**src/rtl/imager_tx.sv**
```systemverilog
// imager_tx: rebuilds a parallel fv/lv/dv sensor-style stream from the dvi/dtypei/datai pipeline.
// Optional test-pattern source is enabled by defining IMAGER_TX_TEST_PAT_EN.

`ifndef DTYPE_WIDTH
`define DTYPE_WIDTH 4
`endif
`ifndef DTYPE_PIXEL
`define DTYPE_PIXEL 4'd0
`endif
`ifndef DTYPE_FRAME_START
`define DTYPE_FRAME_START 4'd1
`endif
`ifndef DTYPE_FRAME_END
`define DTYPE_FRAME_END 4'd2
`endif
`ifndef DTYPE_ROW_START
`define DTYPE_ROW_START 4'd3
`endif
`ifndef DTYPE_ROW_END
`define DTYPE_ROW_END 4'd4
`endif
`ifndef DTYPE_HEADER_START
`define DTYPE_HEADER_START 4'd5
`endif
`ifndef DTYPE_HEADER
`define DTYPE_HEADER 4'd6
`endif
`ifndef DTYPE_HEADER_END
`define DTYPE_HEADER_END 4'd7
`endif

module imager_tx #(
  parameter int PIXEL_WIDTH = 12,
  parameter int DATA_WIDTH  = 16,
  parameter int DIM_WIDTH   = 16
) (
  input  logic                    clk,
  input  logic                    resetb,
  input  logic                    enable,
  input  logic                    left_justify,
  input  logic                    dvi,
  input  logic [`DTYPE_WIDTH-1:0] dtypei,
  input  logic [DATA_WIDTH-1:0]   datai,
  input  logic                    err_clr,
`ifdef IMAGER_TX_TEST_PAT_EN
  input  logic                    test_pat,
`endif
  output logic                    fv,
  output logic                    lv,
  output logic                    dvo,
  output logic [PIXEL_WIDTH-1:0]  datao,
  output logic [DIM_WIDTH-1:0]    num_rows,
  output logic [DIM_WIDTH-1:0]    num_cols,
  output logic [15:0]             frame_count,
  output logic                    protocol_err
);

  localparam logic [1:0] ST_IDLE  = 2'd0;
  localparam logic [1:0] ST_FRAME = 2'd1;
  localparam logic [1:0] ST_LINE  = 2'd2;

  logic [1:0]             state_reg, state_next;
  logic                   fv_reg, fv_next;
  logic                   lv_reg, lv_next;
  logic                   dvo_reg, dvo_next;
  logic [PIXEL_WIDTH-1:0] datao_reg, datao_next;
  logic [DIM_WIDTH-1:0]   row_cnt_reg, row_cnt_next;
  logic [DIM_WIDTH-1:0]   col_cnt_reg, col_cnt_next;
  logic [DIM_WIDTH-1:0]   last_cols_reg, last_cols_next;
  logic [DIM_WIDTH-1:0]   num_rows_reg, num_rows_next;
  logic [DIM_WIDTH-1:0]   num_cols_reg, num_cols_next;
  logic [15:0]            frame_count_reg, frame_count_next;
  logic                   protocol_err_reg, protocol_err_next;
  logic                   err_now;

  logic [PIXEL_WIDTH-1:0] pix_src;
  logic [PIXEL_WIDTH-1:0] pix_val;

  assign pix_src = left_justify ? datai[DATA_WIDTH-1 -: PIXEL_WIDTH] : datai[PIXEL_WIDTH-1:0];

`ifdef IMAGER_TX_TEST_PAT_EN
  // An implicit row start (PIXEL seen in FRAME) is column 0 of the new row.
  logic [DIM_WIDTH-1:0] pat_sum;
  assign pat_sum = row_cnt_reg + ((state_reg == ST_LINE) ? col_cnt_reg : '0);
  assign pix_val = test_pat ? PIXEL_WIDTH'(pat_sum) : pix_src;
`else
  assign pix_val = pix_src;
`endif

  always_comb begin
    state_next       = state_reg;
    dvo_next         = 1'b0;
    datao_next       = '0;
    row_cnt_next     = row_cnt_reg;
    col_cnt_next     = col_cnt_reg;
    last_cols_next   = last_cols_reg;
    num_rows_next    = num_rows_reg;
    num_cols_next    = num_cols_reg;
    frame_count_next = frame_count_reg;
    err_now          = 1'b0;

    if (dvi) begin
      case (state_reg)
        ST_IDLE: begin
          // enable only gates frame entry, so a frame is never cut short
          if (dtypei == `DTYPE_FRAME_START && enable) begin
            state_next       = ST_FRAME;
            frame_count_next = frame_count_reg + 16'd1;
            row_cnt_next     = '0;
          end
        end
        ST_FRAME: begin
          case (dtypei)
            `DTYPE_FRAME_START, `DTYPE_ROW_END: err_now = 1'b1;
            `DTYPE_ROW_START: begin
              state_next   = ST_LINE;
              col_cnt_next = '0;
            end
            `DTYPE_PIXEL: begin
              state_next   = ST_LINE;
              dvo_next     = 1'b1;
              datao_next   = pix_val;
              col_cnt_next = {{(DIM_WIDTH-1){1'b0}}, 1'b1};
            end
            `DTYPE_FRAME_END: begin
              state_next    = ST_IDLE;
              num_rows_next = row_cnt_reg;
              num_cols_next = last_cols_reg;
            end
            default: ;
          endcase
        end
        ST_LINE: begin
          case (dtypei)
            `DTYPE_FRAME_START, `DTYPE_ROW_START: err_now = 1'b1;
            `DTYPE_PIXEL: begin
              dvo_next     = 1'b1;
              datao_next   = pix_val;
              col_cnt_next = col_cnt_reg + 1'b1;
            end
            `DTYPE_ROW_END: begin
              state_next     = ST_FRAME;
              row_cnt_next   = row_cnt_reg + 1'b1;
              last_cols_next = col_cnt_reg;
            end
            `DTYPE_FRAME_END: begin
              state_next    = ST_IDLE;
              num_rows_next = row_cnt_reg + 1'b1;
              num_cols_next = col_cnt_reg;
            end
            default: ;
          endcase
        end
        default: state_next = ST_IDLE;
      endcase
    end

    fv_next           = (state_next != ST_IDLE);
    lv_next           = (state_next == ST_LINE);
    protocol_err_next = err_now | (protocol_err_reg & ~err_clr);
  end

  always_ff @(posedge clk or negedge resetb) begin
    if (!resetb) begin
      state_reg        <= ST_IDLE;
      fv_reg           <= 1'b0;
      lv_reg           <= 1'b0;
      dvo_reg          <= 1'b0;
      datao_reg        <= '0;
      row_cnt_reg      <= '0;
      col_cnt_reg      <= '0;
      last_cols_reg    <= '0;
      num_rows_reg     <= '0;
      num_cols_reg     <= '0;
      frame_count_reg  <= '0;
      protocol_err_reg <= 1'b0;
    end else begin
      state_reg        <= state_next;
      fv_reg           <= fv_next;
      lv_reg           <= lv_next;
      dvo_reg          <= dvo_next;
      datao_reg        <= datao_next;
      row_cnt_reg      <= row_cnt_next;
      col_cnt_reg      <= col_cnt_next;
      last_cols_reg    <= last_cols_next;
      num_rows_reg     <= num_rows_next;
      num_cols_reg     <= num_cols_next;
      frame_count_reg  <= frame_count_next;
      protocol_err_reg <= protocol_err_next;
    end
  end

  assign fv           = fv_reg;
  assign lv           = lv_reg;
  assign dvo          = dvo_reg;
  assign datao        = datao_reg;
  assign num_rows     = num_rows_reg;
  assign num_cols     = num_cols_reg;
  assign frame_count  = frame_count_reg;
  assign protocol_err = protocol_err_reg;

endmodule

```
**config.mk**
```make
export PLATFORM = sky130hd
export DESIGN_NAME = imager_tx
export DESIGN_NICKNAME = d
export VERILOG_FILES = /design/src/rtl/imager_tx.sv
export SDC_FILE = /design/constraint.sdc
export NUM_CORES = 1
export LEC_CHECK = 0
export ABC_AREA = 1
export BUFFER_PORTS_ARGS = -buffer_cell sky130_fd_sc_hd__buf_2
export CORE_UTILIZATION = 30
export CTS_CLUSTER_DIAMETER = 120
export DETAILED_ROUTE_END_ITERATION = 8
export GPL_TIMING_DRIVEN = 0
export MAX_ROUTING_LAYER = met4
export PLACE_DENSITY_LB_ADDON = 0.25
export RECOVER_POWER = 25
export SKIP_LAST_GASP = 1
export SYNTH_ARGS = -nofsm -noshare
export SYNTH_HDL_FRONTEND = slang
export SYNTH_SLANG_ARGS = --single-unit
```
**constraint.sdc**
```tcl
create_clock -name clk -period 2.46 [get_ports clk]
set_clock_uncertainty 0.15 [all_clocks]
set_input_delay 0.246 -clock clk [delete_from_list [all_inputs] [get_ports clk]]
set_output_delay 0.246 -clock clk [all_outputs]
set_load 0.05 [all_outputs]
```
Yosys cells after proc, flatten, opt, wreduce, memory -nomap -nowiden. Index checks and enable logic that the tools add are counted. Widths: inputs -> output; s select.

Output and inout port bits: 64. Input bits: 26. Register bits after elaboration: 114.

Bitwise gates (word level): 3. Equal/unequal tests: 13. Add/sub/neg operators: 3. Reductions and logical operators: 15. Mux-type cells: 28.

Operator list (count): $pmux 16 s2 (5); $mux 16 (7); $add 16x1->16 const B (3); $mux 12 (4); $reduce_and 4->1 (3); $eq 4x2->1 const B (2); $pmux 2 s2 (2); $reduce_or 2->1 (4); $mux 1 (6); $ne 2x1->1 const B (3); $pmux 2 s3 (1); $reduce_and 3->1 (2); $reduce_bool 2->1 (3); $eq 2x2->1 const B (2); $eq 4x1->1 const B (1); $eq 4x3->1 const B (1); $logic_not 4->1 (1); $mux 2 (2); $ne 2x2->1 const B (2); $ne 3x3->1 const B (1); $eq 2x1->1 const B (1); $logic_not 2->1 (1); $pmux 1 s2 (1); $and 1x1->1 (1); other kinds (3) (3).

Longest topological paths before layout. Gate-level depths: netlist of the first run.

Depth after elaboration: 6. Depth in mapped cells: 11.

Worst setup path after synthesis of the first run. No wires, ideal clock.

Kind: register to register. From: reg frame_count_reg[0], in the netlist frame_count[0]. To: reg frame_count_reg[14], in the netlist frame_count[14]. Required time: 2244 ps. Stages on the path, launching flop included: 9. Arrival time: 1703 ps. Slack: 541 ps. Buffers on the path: 0. Setup time: 66 ps. Cell sequence: dfrtp_1 > ha_1 > inv_1 > nor2_1 > nand3_1 > nor3_1 > xor2_1 > nand2_1 > nand2_1.

Word-level cells in the longest chain between the ends: 1.

RTL lines: start, declared (RTL line 72) `logic [15:0] frame_count_reg, frame_count_next;`; start signal, assigned (RTL line 188) `frame_count_reg <= frame_count_next;`; $add 16x1->16 (RTL line 108) `frame_count_next = frame_count_reg + 16'd1;`.

Every way passes these cells. A chain may end at the register's enable or synchronous reset.

Worst setup path after layout of the first run.
From: reg state_reg[0]. To: reg last_cols_reg[1].

Word-level cells in the longest chain between the ends: 2.

RTL lines: start, declared (RTL line 62) `logic [1:0] state_reg, state_next;`; start signal, assigned (RTL line 178) `state_reg <= state_next;`; $eq 2x2->1 (RTL line 103) `case (state_reg)`; $reduce_and 3->1 (no line); end signal, assigned (RTL line 185) `last_cols_reg <= last_cols_next;`; end, declared (RTL line 69) `logic [DIM_WIDTH-1:0] last_cols_reg, last_cols_next;`.

Every way passes these cells.

==> results of run 1 <==
[power by group through the flow]
stage | Clock (mW) | Sequential (mW) | Combinational (mW)
6_report | 2.51 | 2.84 | 3.04
5_1_grt | 2.65 | 2.92 | 3.33
4_1_cts | 2.58 | 2.84 | 3.08
3_5_place_dp | 0 | 2.87 | 3.05
3_3_place_gp | 0 | 2.86 | 3.03
2_1_floorplan | 0 | 3.87 | 1.17
[per-layer routing]
layer | vias up | track usage (%)
li1 | 2627 | -
met1 | 2516 | 21.9
met2 | 86 | 27.4
met3 | 15 | 4.21
met4 | 0 | 6.02
met5 | - | -
[metrics by stage]
step,cell area [sq um],worst slack [ns]
CTS,7320,0.169
detailed placement,6490,0.172
global placement,6460,-0.564
floorplan,5720,0.541
global route,7300,0.0439
finish,7300,0.251
[worst max-delay path by stage]
stage                               from          endpoint  slack [ns]  cells after the start
final                       state_reg[0]  last_cols_reg[1]        0.25                      6
after global routing        state_reg[0]  last_cols_reg[7]        0.04                      6
after CTS                   state_reg[0]  last_cols_reg[9]        0.17                      7
after detailed placement    state_reg[0]  last_cols_reg[4]        0.17                      7
after global placement            resetb      num_cols[12]       -0.56                      1
after floorplan           frame_count[0]   frame_count[14]        0.54                      8
[kinds of logic after synthesis]
group / count (synthesis) / synth area share, %
AO/OA/AOI/OAI: 132 / 12.2
flip-flops: 114 / 49.9
AND/OR/NAND/NOR: 355 / 27.2
buffers and inverters: 89 / 6.96
adder cells (fa/ha/maj): 8 / 1.75
XOR/XNOR: 13 / 1.99
[cell usage in the layout, fill, tap and decap left out, types with 13 or more instances in the layout]
cell type and n:
nand2_1 190, dfrtp_1 114, clkbuf_1 13, dlygate4sd3_1 23, o21ai_0 61, nand4_1 30, a21oi_1 44, nor2_1 67
nand3_1 38, a31oi_1 17, inv_1 58, buf_2 97, clkbuf_16 17
[area by class of cell]
| type | instances | area, sq um |
|---|---|---|
| flip-flops and latches | 114 | 2850 |
| clock inverters | 8 | 100 |
| fillers | 1941 | 11400 |
| clock buffers | 24 | 502 |
| repair buffers | 113 | 687 |
| plain buffers | 29 | 174 |
| multi-input cells | 508 | 2470 |
| well taps | 234 | 293 |
| inverters | 60 | 225 |
[critical path, delay by kind of cell, from the launching register on]
kind | cells | cell delay, ns
AO/OA/AOI/OAI | 1 | 0.24
adder cells (fa/ha/maj) | 1 | 0.33
buffers and inverters | 3 | 0.71
flip-flops | 1 | 0.41
AND/OR/NAND/NOR | 1 | 0.25
[timing repair]
action / in CTS / in global routing
hold buffers: 23 / 0
hold endpoints to repair: 54 / 0
endpoints found under the setup margin: 0 / 1
gates resized for setup: 0 / 2
==> metrics.yaml, run 1 <==
status: "finished, final reports clean"
setup_tns_ns: 0
die_x_um: 140
drv_cap: 0
setup_viol: 0
hold_depth: 4
die_h_um: 140
routed.top_layer: "met4"
clockRootBuffer: "clkbuf_16"
syn_area_sq_um: 5720
hold_viol: 0
hold_class: "in2reg"
grt_pass1_wl_mm: 26.0
vias_per_cell: 4.81
swShare_pct: 42.6
grt_usage_pct: 17.4
dieArea_sq_um: 19600
criticalPathCategory: "reg2reg"
synthTopCellsByCount: "190 x nand2_1, 114 x dfrtp_1, 67 x nor2_1, 61 x o21ai_0, 58 x inv_1"
rsz0062_at_grt: "false"
cts_buffer_depth: 2
hold_path_startpoint: "dvi"
crit_slowest_cell: "dfrtp_1"
cts_setup_buffers: 0
r2r-end: "last_cols_reg[1]"
wl_met1_mm: 7.57
drc_errors: 0
syn-instance-count: 711
irDropWorstVdd_mv: 0.615
dpl.cell_count: 1035
utilization_pct: 39.0
wl_met2_mm: 7.54
cts_tree: "done"
fin_crit_sh_pct: 89.8
async_flop_share_pct: 100
switchingPower_mw: 3.57
grt_pass1_vias: 5099
min_to: "state_reg[0]"
antenna_left: 0
syn-num-nets: 745
max_stage_delay_ns: 0.41
io_pins: 90
finalWeightedCongestion: 0.873
io_buffers: 89
yosys.area.top_type_share_pct: 49.9
cts.sink_count: 114
avgSynthCellArea_sq_um: 8.04
finalMaxSlewViolations: 0
synthDistinctLibCells: 35
wire_per_inst_um: 14.5
hpwl_mm: 10.8
relSlewSlack_pct: 25.9
synth_most_common_cell: "nand2_1"
cp_max_fo: 10
synth-seq-area-share_pct: 49.9
overflow: 0
initialDrtViolationCount: 299
holdWs_ns: 0.0773
endpoint_kind: "flip-flop"
leakage_nw: 3.39
coreArea_sq_um: 18700
firstDrtPassIters: 4
rr_worst_depth: 6
clock_latency_ns: 0.43
antenna_found_initial: 0
wl_met3_um: 442
wirelength_mm: 15.8
critical_path_required_ns: 2.63
reg2reg_slack_ns: 0.25
power_frac_comb_pct: 36.2
cp_cell_sequence: "inv_1 > ha_1 > buf_2 > nand4_1 > clkbuf_1 > o21ai_0"
fmax_mhz: 453
antenna_cells: 0
initial_core_util_pct: 30.6
p_int_mw: 4.82
yosysTopAreaCell: "dfrtp_1"
vias: 5244
period_minus_slack_ns: 2.21
cp-start-kind: "flip-flop"
synth_flop_cell: "dfrtp_1"
htree_num_levels: 4
regToRegStartpoint: "state_reg[0]"
yosysWarnings: 0
grt_max_degree: 74
power_mw: 8.39
synthToLayoutAreaGrowth_pct: 27.7
numCtsBuffers: 17
placementRows: 50
clkPwrFrac_pct: 30.0
synth_edf_count: 0
pwr-share-seq_pct: 33.8
worstMarginPinSlew_ns: 1.11
yosys-top-cells-area: "dfrtp_1 50%, nand2_1 12%, o21ai_0 5.3%, nor2_1 4.4%, a21oi_1 3.9%"
drive_gt1_share_pct: 18.0
synth-seq-cells: 114
power_density_nw_per_um2: 1150
nets: 877
worstPathArrival_ns: 2.38
stdcell_count: 1090
cts.reportedPaths.clkPinSlew_ns: 0.05
(Power assumes the default switching activity.)
==> run 2, diff against run 1 <==
ABC_AREA = not set   (was 1)
==> metrics.yaml, run 2 <==
power_frac_comb_pct: 27.6  # was 36.2%
dpl.cell_count: 863  # was 1035
pwr-share-seq_pct: 35.2  # was 33.8%
placementRows: 49  # was 50
hpwl_mm: 9.52  # was 10.8 mm
finalMaxSlewViolations: 0  # unchanged
die_x_um: 137  # was 140 um
cts_buffer_depth: 2  # unchanged
drc_errors: 0  # unchanged
path_buf_inv: 3  # unchanged
critical_path_required_ns: 2.61  # was 2.63 ns
criticalPathCategory: "reg2reg"  # unchanged
clockRootBuffer: "clkbuf_16"  # unchanged
worstPathArrival_ns: 2.47  # was 2.38 ns
htree_num_levels: 4  # unchanged
cts.sink_count: 114  # unchanged
vias_per_cell: 4.94  # was 4.81
wirelength_mm: 13.8  # was 15.8 mm
drv_cap: 0  # unchanged
io_pins: 90  # unchanged
synth_top_family_by_area: "simple AND/OR/NAND/NOR gates"  # unchanged
syn-num-nets: 581  # was 745
async_flop_share_pct: 100  # unchanged
grt_pass1_vias: 4404  # was 5099
hold_path_startpoint: "dtypei[0]"  # was dvi
nets: 718  # was 877
period_minus_slack_ns: 2.31  # was 2.21 ns
yosys.area.top_type_share_pct: 51.8  # was 49.9%
rr_worst_depth: 7  # was 6
path_delay_family: "buffers and inverters"  # unchanged
die_h_um: 137  # was 140 um
power_mw: 6.24  # was 8.39 mW
synth_edf_count: 0  # unchanged
multi_input_area_sq_um: 2520  # was 2470 sq um
regToRegStartpoint: "state_reg[0]"  # unchanged
layout_common_cells: "113 x dfrtp_1, 86 x buf_2, 78 x nand2_1"  # was 190 x nand2_1, 114 x dfrtp_1, 97 x buf_2
cts_tree: "done"  # unchanged
dieArea_sq_um: 18900  # was 19600 sq um
cp-start-kind: "flip-flop"  # unchanged
hold_class: "in2reg"  # unchanged
drive_gt1_share_pct: 25.0  # was 18.0%
numCtsBuffers: 17  # unchanged
synthTopCellsByCount: "114 x dfrtp_1, 78 x nand2_1, 53 x o21ai_0, 34 x nor2_1, 29 x clkbuf_1"  # was 190 x nand2_1, 114 x dfrtp_1, 67 x nor2_1, 61 x o21ai_0, 58 x inv_1
rsz0062_at_grt: "false"  # unchanged
wire_per_inst_um: 15.0  # was 14.5 um
max_stage_delay_ns: 0.46  # was 0.41 ns
grt_usage_pct: 16.0  # was 17.4%
cp_cell_sequence: "inv_1 > ha_2 > clkbuf_4 > nor2b_1 > nand3_1 > clkbuf_1 > mux2_2"  # was inv_1 > ha_1 > buf_2 > nand4_1 > clkbuf_1 > o21ai_0
initialDrtViolationCount: 239  # was 299
vias: 4571  # was 5244
fillers: 1775  # was 1941
yosysTopAreaCell: "dfrtp_1"  # unchanged
crit_cells: 7  # was 6
layout_commonest_cell: "dfrtp_1"  # was nand2_1
synth_flop_cell: "dfrtp_1"  # unchanged
fin_crit_sh_pct: 94.0  # was 89.8%
firstDrtPassIters: 4  # unchanged
synth-seq-cells: 114  # unchanged
clkPwrFrac_pct: 37.2  # was 30.0%
p_int_mw: 4.05  # was 4.82 mW
worstMarginPinSlew_ns: 1.22  # was 1.11 ns
status: "finished, final reports clean"  # unchanged
synth-simple-area-share_pct: 17.8  # was 27.2%
overflow: 0  # unchanged
hold_viol: 0  # unchanged
cts.reportedPaths.clkPinSlew_ns: 0.06  # was 0.05 ns
syn_area_sq_um: 5500  # was 5720 sq um
synth-compound-area-share_pct: 10.7  # was 12.2%
swShare_pct: 35.2  # was 42.6%
switchingPower_mw: 2.19  # was 3.57 mW
yosys-top-cells-area: "dfrtp_1 52%, nand2_1 5.3%, mux2i_1 5.1%, o21ai_0 4.8%, xnor2_1 3.7%"  # was dfrtp_1 50%, nand2_1 12%, o21ai_0 5.3%, nor2_1 4.4%, a21oi_1 3.9%
r2r-end: "last_cols_reg[12]"  # was last_cols_reg[1]
hold_depth: 3  # was 4
yosysWarnings: 0  # unchanged
synthAdderAreaFrac_pct: 1.82  # was 1.75%
leakage_nw: 3.36  # was 3.39 nW
antenna_left: 0  # unchanged
cp_max_fo: 10  # unchanged
antenna_found_initial: 1  # was 0
endpoint_kind: "flip-flop"  # unchanged
synthDistinctLibCells: 51  # was 35
min_to: "col_cnt_reg[0]"  # was state_reg[0]
grt_pass1_wl_mm: 22.1  # was 26.0 mm
clock_latency_ns: 0.42  # was 0.43 ns
irDropWorstVdd_mv: 0.529  # was 0.615 mV
synth-xor-area-share_pct: 6.05  # was 1.99%
crit_slowest_cell: "clkbuf_1"  # was dfrtp_1
power_density_nw_per_um2: 868  # was 1150 nW/um^2
stdcell_count: 926  # was 1090
reg2reg_slack_ns: 0.15  # was 0.25 ns
synthToLayoutAreaGrowth_pct: 30.6  # was 27.7%
synth-seq-area-share_pct: 51.8  # was 49.9%
synthMuxAreaShare_pct: 8.16  # was 0%
setup_viol: 0  # unchanged
synth_most_common_cell: "dfrtp_1"  # was nand2_1
syn-instance-count: 547  # was 711
initial_core_util_pct: 30.6  # about the same
grt_max_degree: 69  # was 74
seqCellArea_sq_um: 2850  # about the same
relSlewSlack_pct: 18.8  # was 25.9%
io_buffers: 86  # was 89
finalWeightedCongestion: 0.816  # was 0.873
fmax_mhz: 433  # was 453 MHz
avgSynthCellArea_sq_um: 10.1  # was 8.04 sq um
coreArea_sq_um: 18000  # was 18700 sq um
## run 2: kinds of logic after synthesis
kind of cell / after synthesis
flops: 114
mux: 43
simple gates: 199
xor+xnor: 38
fa+ha+maj: 8
compound gates: 99
buf+inv: 46
## run 2: cell type report
cell class / instances / area share, %
flip-flops and latches: 114 / 39.7
multi-input cells: 387 / 35.1
repair buffers: 118 / 10.3
clock buffers: 19 / 6.30
well taps: 229 / 3.99
plain buffers: 34 / 2.47
clock inverters: 12 / 1.55
inverters: 12 / 0.627
diodes: 1 / 0.0348
## run 2: worst max path at each step
stage / slack (ns) / startpoint / endpoint
3_5_place_dp: -0.42 / state_reg[0] / num_cols[6]
4_1_cts: -0.06 / state_reg[0] / frame_count[11]
3_3_place_gp: -0.45 / resetb / frame_count[11]
5_1_grt: 0.001 / state_reg[0] / last_cols_reg[12]
2_1_floorplan: 0.22 / state_reg[1] / col_cnt_reg[10]
6_report: 0.15 / state_reg[0] / last_cols_reg[12]
## run 2: timing repair
action,4_1_cts,5_1_grt
gates resized for setup,11,24
pin swaps,1,1
endpoints found under the setup margin,74,48
hold buffers,26,0
setup buffers,3,2
hold endpoints to repair,59,0
## run 2: routing by layer
| metal | vias to the layer above | part of all wire (%) | wire (um) | global-route usage, % |
|---|---|---|---|---|
| li1 | 2202 | - | - | - |
| met1 | 2246 | 44 | 6100 | 19.8 |
| met2 | 95 | 48 | 6670 | 24.3 |
| met3 | 28 | 5.2 | 721 | 3.94 |
| met4 | 0 | 2.5 | 352 | 7.94 |
| met5 | - | 0 | 0 | - |
## run 2: worst register-to-register path, delay by kind of cell (launching register included)
| kind | cells | cell delay (ns) |
|---|---|---|
| buf+inv | 3 | 0.73 |
| flops | 1 | 0.43 |
| simple gates | 2 | 0.28 |
| mux | 1 | 0.41 |
| fa+ha+maj | 1 | 0.21 |
## run 2: per-stage QoR
step	hold WS, ns	area (sq um)	TNS, ns	worst slack [ns]	util [%]
floorplan	-0.200	5500	0	0.223	-
global placement	0.289	6220	-61.73	-0.454	34.6
detailed placement	0.0693	6250	-14.08	-0.416	34.8
CTS	0.0826	7120	-0.275	-0.0639	39.6
global route	0.107	7190	0	0.00120	40.0
finish	0.0945	7190	0	0.148	40.0
## run 2: power by group through the flow
stage	clock [mW]	combinational, mW	sequential [mW]
floorplan	0	0.831	2.48
global placement	0	1.59	2.22
detailed placement	0	1.62	2.22
CTS	2.39	1.70	2.19
global route	2.48	1.89	2.22
finish	2.32	1.72	2.19
